===== src/rtl/imuldiv_muldiv_dispatch.sv =====
// rtl/imuldiv_muldiv_dispatch.sv - steers muldiv requests to the mul or div unit and holds the response
module imuldiv_muldiv_dispatch (
   input  logic        clk,
   input  logic        reset,
   input  logic [2:0]  muldivreq_msg_fn,
   input  logic [31:0] muldivreq_msg_a,
   input  logic [31:0] muldivreq_msg_b,
   input  logic        muldivreq_val,
   output logic        muldivreq_rdy,
   output logic [63:0] muldivresp_msg_result,
   output logic        muldivresp_val,
   input  logic        muldivresp_rdy,
   output logic [31:0] mulreq_msg_a,
   output logic [31:0] mulreq_msg_b,
   output logic        mulreq_val,
   input  logic        mulreq_rdy,
   input  logic [63:0] mulresp_msg_result,
   input  logic        mulresp_val,
   output logic        mulresp_rdy,
   output logic        divreq_msg_fn,
   output logic [31:0] divreq_msg_a,
   output logic [31:0] divreq_msg_b,
   output logic        divreq_val,
   input  logic        divreq_rdy,
   input  logic [63:0] divresp_msg_result,
   input  logic        divresp_val,
   output logic        divresp_rdy
);

   localparam logic [2:0] FN_MUL  = 3'd0;
   localparam logic [2:0] FN_DIV  = 3'd1;
   localparam logic [2:0] FN_DIVU = 3'd2;
   localparam logic [2:0] FN_REMU = 3'd4;

   typedef enum logic [1:0] {
      IDLE     = 2'd0,
      WAIT_MUL = 2'd1,
      WAIT_DIV = 2'd2,
      RESP     = 2'd3
   } state_t;

   state_t      state;
   state_t      state_next;
   logic [63:0] hold;
   logic [2:0]  fn_reg;
   logic        fn_is_mul;
   logic        fn_is_div;
   logic        req_fire;
   logic        unit_fire;

   assign fn_is_mul = (muldivreq_msg_fn == FN_MUL);
   assign fn_is_div = (muldivreq_msg_fn >= FN_DIV) && (muldivreq_msg_fn <= FN_REMU);

   // Operands fan out to both units unconditionally; only the val lines steer.
   assign mulreq_msg_a  = muldivreq_msg_a;
   assign mulreq_msg_b  = muldivreq_msg_b;
   assign divreq_msg_a  = muldivreq_msg_a;
   assign divreq_msg_b  = muldivreq_msg_b;
   assign divreq_msg_fn = (muldivreq_msg_fn == FN_DIVU) || (muldivreq_msg_fn == FN_REMU);

   // Response data always comes from the hold register, never straight from a unit.
   assign muldivresp_msg_result = hold;

   assign req_fire  = muldivreq_val & muldivreq_rdy;
   assign unit_fire = (mulresp_val & mulresp_rdy) | (divresp_val & divresp_rdy);

   // State register.
   always_ff @(posedge clk or posedge reset) begin
      if (reset)
         state <= IDLE;
      else
         state <= state_next;
   end

   // Next-state and handshake outputs; each unit is only acknowledged in its own wait state.
   always_comb begin
      state_next     = state;
      muldivreq_rdy  = 1'b0;
      mulreq_val     = 1'b0;
      divreq_val     = 1'b0;
      mulresp_rdy    = 1'b0;
      divresp_rdy    = 1'b0;
      muldivresp_val = 1'b0;
      case (state)
         IDLE: begin
            mulreq_val = muldivreq_val & fn_is_mul;
            divreq_val = muldivreq_val & fn_is_div;
            if (fn_is_mul)
               muldivreq_rdy = mulreq_rdy;
            else if (fn_is_div)
               muldivreq_rdy = divreq_rdy;
            else
               muldivreq_rdy = 1'b1;
            if (req_fire) begin
               if (fn_is_mul)
                  state_next = WAIT_MUL;
               else if (fn_is_div)
                  state_next = WAIT_DIV;
               else
                  state_next = RESP;
            end
         end
         WAIT_MUL: begin
            mulresp_rdy = 1'b1;
            if (mulresp_val)
               state_next = RESP;
         end
         WAIT_DIV: begin
            divresp_rdy = 1'b1;
            if (divresp_val)
               state_next = RESP;
         end
         RESP: begin
            muldivresp_val = 1'b1;
            if (muldivresp_rdy)
               state_next = IDLE;
         end
         default: state_next = IDLE;
      endcase
   end

   // Latch fn on accept; capture the owning unit's result, or zero for an illegal op.
   always_ff @(posedge clk or posedge reset) begin
      if (reset) begin
         fn_reg <= 3'd0;
         hold   <= 64'd0;
      end else if (req_fire) begin
         fn_reg <= muldivreq_msg_fn;
         if (!fn_is_mul && !fn_is_div)
            hold <= 64'd0;
      end else if (unit_fire) begin
         hold <= (fn_reg == FN_MUL) ? mulresp_msg_result : divresp_msg_result;
      end
   end

endmodule


===== config.mk =====
export PLATFORM = sky130hd
export DESIGN_NAME = imuldiv_muldiv_dispatch
export DESIGN_NICKNAME = d
export VERILOG_FILES = /design/src/rtl/imuldiv_muldiv_dispatch.sv
export SDC_FILE = /design/constraint.sdc
export NUM_CORES = 1
export LEC_CHECK = 0
export ABC_AREA = 1
export CORE_AREA = 2 2 157 159
export DETAILED_ROUTE_END_ITERATION = 6
export DIE_AREA = 0 0 159 161
export MAX_ROUTING_LAYER = met4
export PLACE_DENSITY_LB_ADDON = 0.08
export SYNTH_ARGS = -nofsm -noshare
export SYNTH_HDL_FRONTEND = slang
export SYNTH_SLANG_ARGS = --single-unit

===== constraint.sdc =====
create_clock -name clk -period 2.25 [get_ports clk]
set_clock_uncertainty 0.1 [all_clocks]
set_input_delay 0.5625 -clock clk [delete_from_list [all_inputs] [get_ports clk]]
set_output_delay 0.5625 -clock clk [all_outputs]
set_load 0.01 [all_outputs]

==> metrics.md, run 1 <==
| Metric | Value |
|---|---|
| #FFs+latches synth | `69` |
| Met1 capacity usage during global routing | `14.69%` |
| CP Buf/Inv Count | `3` |
| Hold Slack | `0.3999 ns` |
| DIE WIDTH | `159 um` |
| Drt pass-1 iters | `4` |
| Initial antenna violation count | `0` |
| Fmax | `0.4597 GHz` |
| Total track usage | `12.92%` |
| # nets final | `834` |
| Via count | `3760` |
| Vias per inst | `3.937` |
| CTS Buf Count | `9` |
| Core Area | `23960 um^2` |
| Slew @ Worst Pin | `0.4018 ns` |
| Synth top area share | `34.71%` |
| Fillers | `2596` |
| Largest fanout on the critical path | `2` |
| Max-cap viol count | `0` |
| Post-DP Area | `6550 um^2` |
| Syn Area/Cell | `9.247 um^2` |
| Mapped Nets | `745` |
| Syn. warnings | `0` |
| Final Slew Violations | `0` |
| Area Growth Syn to Fin | `37.55%` |
| Tmin final | `2.175 ns` |
| CP arrival | `1.51 ns` |
| Status | `finished, final reports clean` |
| Footprint of the multi-input gates | `2018 um^2` |
| CP startpoint kind | `input pin` |
| Leading area contributor after synthesis | `dfrtp_1` |
| Hold Fails Final Rpt | `0` |
| Residual DRC | `0` |
| Io pins | `402` |
| Top cells by area, synth | `dfrtp_1 35%, buf_4 19%, mux2_2 14%` |
| Crit path max-delay family | `buffers and inverters` |
| Max VDD drop | `0.6233 mV` |
| Max stage delay on crit path | `0.47 ns` |
| Antenna viol nets, final | `0` |
| First-pass GRT wire length | `24450 um` |
| Ratio of cells with drive above 1 in the final layout | `25.36%` |
| Gate Count Post-Synth | `538` |
| Cell Rows | `57` |
| Critical Path RT | `1.59 ns` |
| CTS tree | `yes` |
| Reg2reg setup slack | `0.41 ns` |
| RSZ-0062 raised after global routing | `false` |
| Crit Path Class | `in2out` |
| Max reg flops | `64` |
| Element type at the critical path end | `output port` |
| Pwr/cell area | `1201 nW/um^2` |
| Total gr overflow | `0` |
| Initial DRC count | `141` |
| Cell variety after synth | `25` |
| # setup viols final | `0` |
| Vias in the first global route | `4014` |
| Pleak | `0.003045 uW` |
| CTS Sinks | `69` |
| Headroom to the max-slew limit | `73.21%` |
| CP max stage cell | `clkdlybuf4s50_1` |
| DP Wirelength | `12270 um` |
| Met2 Use GR | `21.19%` |
| Starting density of the core | `20.76%` |
| Crit-path cells | `clkdlybuf4s50_1 > inv_1 > nor4_2 > buf_2` |
| Max clock buf depth | `2` |
| Inserted Diodes | `0` |
| Pin count of the biggest net entering global routing | `70` |
| Clk root buf | `clkbuf_16` |
| H-tree depth | `3` |
| Register area | `1727 um^2` |
| Met3 usage | `4.622%` |
| Clk slew on worst S/H paths | `0.05 ns` |
| Most used routing layer | `met2` |
| GPL Wtd Cong | `0.7806` |
| Design Area, Final | `6843 um^2` |
| Post-detailed-routing wire length | `16230 um` |
| Min-Delay Path Class | `reg2reg` |
| DR WL/cell | `16.99 um` |
| Crit share post-route | `96.67%` |
| Clk Latency, worst-skew pair | `0.33 ns` |
| Die area | `25600 um^2` |
| Part of the Yosys area used for sequential elements | `34.71%` |
| IO buf count | `209` |
| Mapped Area | `4975 um^2` |
| Die Ht | `161 um` |
[tightest hold or removal path, stage by stage (launching register included)]
cell,delay [ns]
dfrtp_1,0.34
nand3_1,0.07
nand2_1,0.06
[where the power goes]
part	leakage (uW)	total [uW]	switching, uW	internal (uW)
Sequential	0.000871	2160	344	1820
Combinational	0.00203	4540	2150	2390
Clock	0.000147	1520	555	964
Total	0.00304	8220	3050	5170
[synth_stat cells]
library cell,count
nand2_1,141
buf_6,2
a22o_1,1
inv_1,15
inv_2,2
nand4_4,1
nand2_4,1
nor2_1,3
buf_12,5
buf_4,128
o22ai_1,1
o21ai_0,5
dfrtp_1,69
inv_4,1
nand3_2,41
nor3_1,1
nand3_4,2
ha_1,4
nand2_2,2
nor2_2,1
nand3_1,26
nor4_1,1
buf_2,18
mux2_2,64
a21oi_1,3
[placed cells by master, fill, tap and decap left out, types with 2 or more instances in the layout]
master and n:
nand2_2 2, nand3_1 26, buf_2 4, o21ai_0 5, nor2_1 3, bufinv_16 2
nand2_1 140, ha_1 4, buf_4 16, dfrtp_1 69, inv_2 3, buf_12 6
inv_1 13, clkdlybuf4s50_1 199, nand3_4 2, nand2_4 2, clkinvlp_4 3, nand3_2 41
clkbuf_16 9, dlygate4sd2_1 6, mux2_2 64, a21oi_1 3
[area by class of cell]
cell class / count / share of cell area, %
Sequential cell: 69 / 25.23
Tap cell: 324 / 5.924
Clock inverter: 6 / 1.298
Timing Repair Buffer: 231 / 33.68
Clock buffer: 9 / 3.291
Multi-Input combinational cell: 298 / 29.49
Inverter: 18 / 1.079
[stage by stage]
stage | total power (uW) | TNS (ns) | utilization, % | std cells | setup slack [ns]
3_3_place_gp | 6824 | -13.67 | 27.33 | 940 | -0.5492
4_1_cts | 8413 | 0 | 28.53 | 955 | 0.05684
5_1_grt | 8857 | 0 | 28.56 | 955 | 0.01356
2_1_floorplan | 5034 | 0 | - | 538 | 0.3789
6_report | 8220 | 0 | 28.56 | 955 | 0.07483
3_5_place_dp | 6846 | -15.32 | 27.33 | 940 | -0.5786
[worst paths after layout]
path | startpoint | end | cells after the start
worst min-delay path | muldivresp_msg_result[28] | muldivresp_msg_result[28] | 2
worst max register to register | state[0] | muldivresp_msg_result[5] | 11
max in group asynchronous | reset | muldivresp_msg_result[46] | 3
worst max-delay path | muldivreq_val | divreq_val | 4
min in group asynchronous | reset | muldivresp_msg_result[20] | 3
worst min register to register | muldivresp_msg_result[28] | muldivresp_msg_result[28] | 2
[logic make-up after synthesis]
family                     count (synthesis)  share of synthesized area (%)
DFF                                       69                          34.71
and+or+nand+nor                          220                          23.69
muxes                                     64                          14.49
AOI/OAI and AO/OA                         10                          1.107
buffers and inverters                    171                          25.00
adders and majority gates                  4                          1.006
[metal layers]
layer  share of wire (%)  routed length [um]
met1                  40                6547
met2                  49                7969
met3                 8.5                1383
met4                 2.0                 329
met5                   0                   0
[repair_timing]
item / 4_1_cts / 5_1_grt
buffers inserted: 0 / 0
hold buffers: 0 / 0
pin swaps: 1 / 0
setup endpoints to repair: 7 / 1
resized for setup: 24 / 1
Power figures use the tool's default switching activity.
==> inputs of run 2 (changes only) <==
--- a/config.mk
+++ b/config.mk
@@ -9,6 +9,7 @@
 export CORE_AREA = 2 2 157 159
 export DETAILED_ROUTE_END_ITERATION = 6
 export DIE_AREA = 0 0 159 161
+export HOLD_SLACK_MARGIN = 0.12
 export MAX_ROUTING_LAYER = met4
 export PLACE_DENSITY_LB_ADDON = 0.08
 export SYNTH_ARGS = -nofsm -noshare
==> results of run 2 <==
Same layout as run 1: the final DEF is identical, and so are final timing and power.
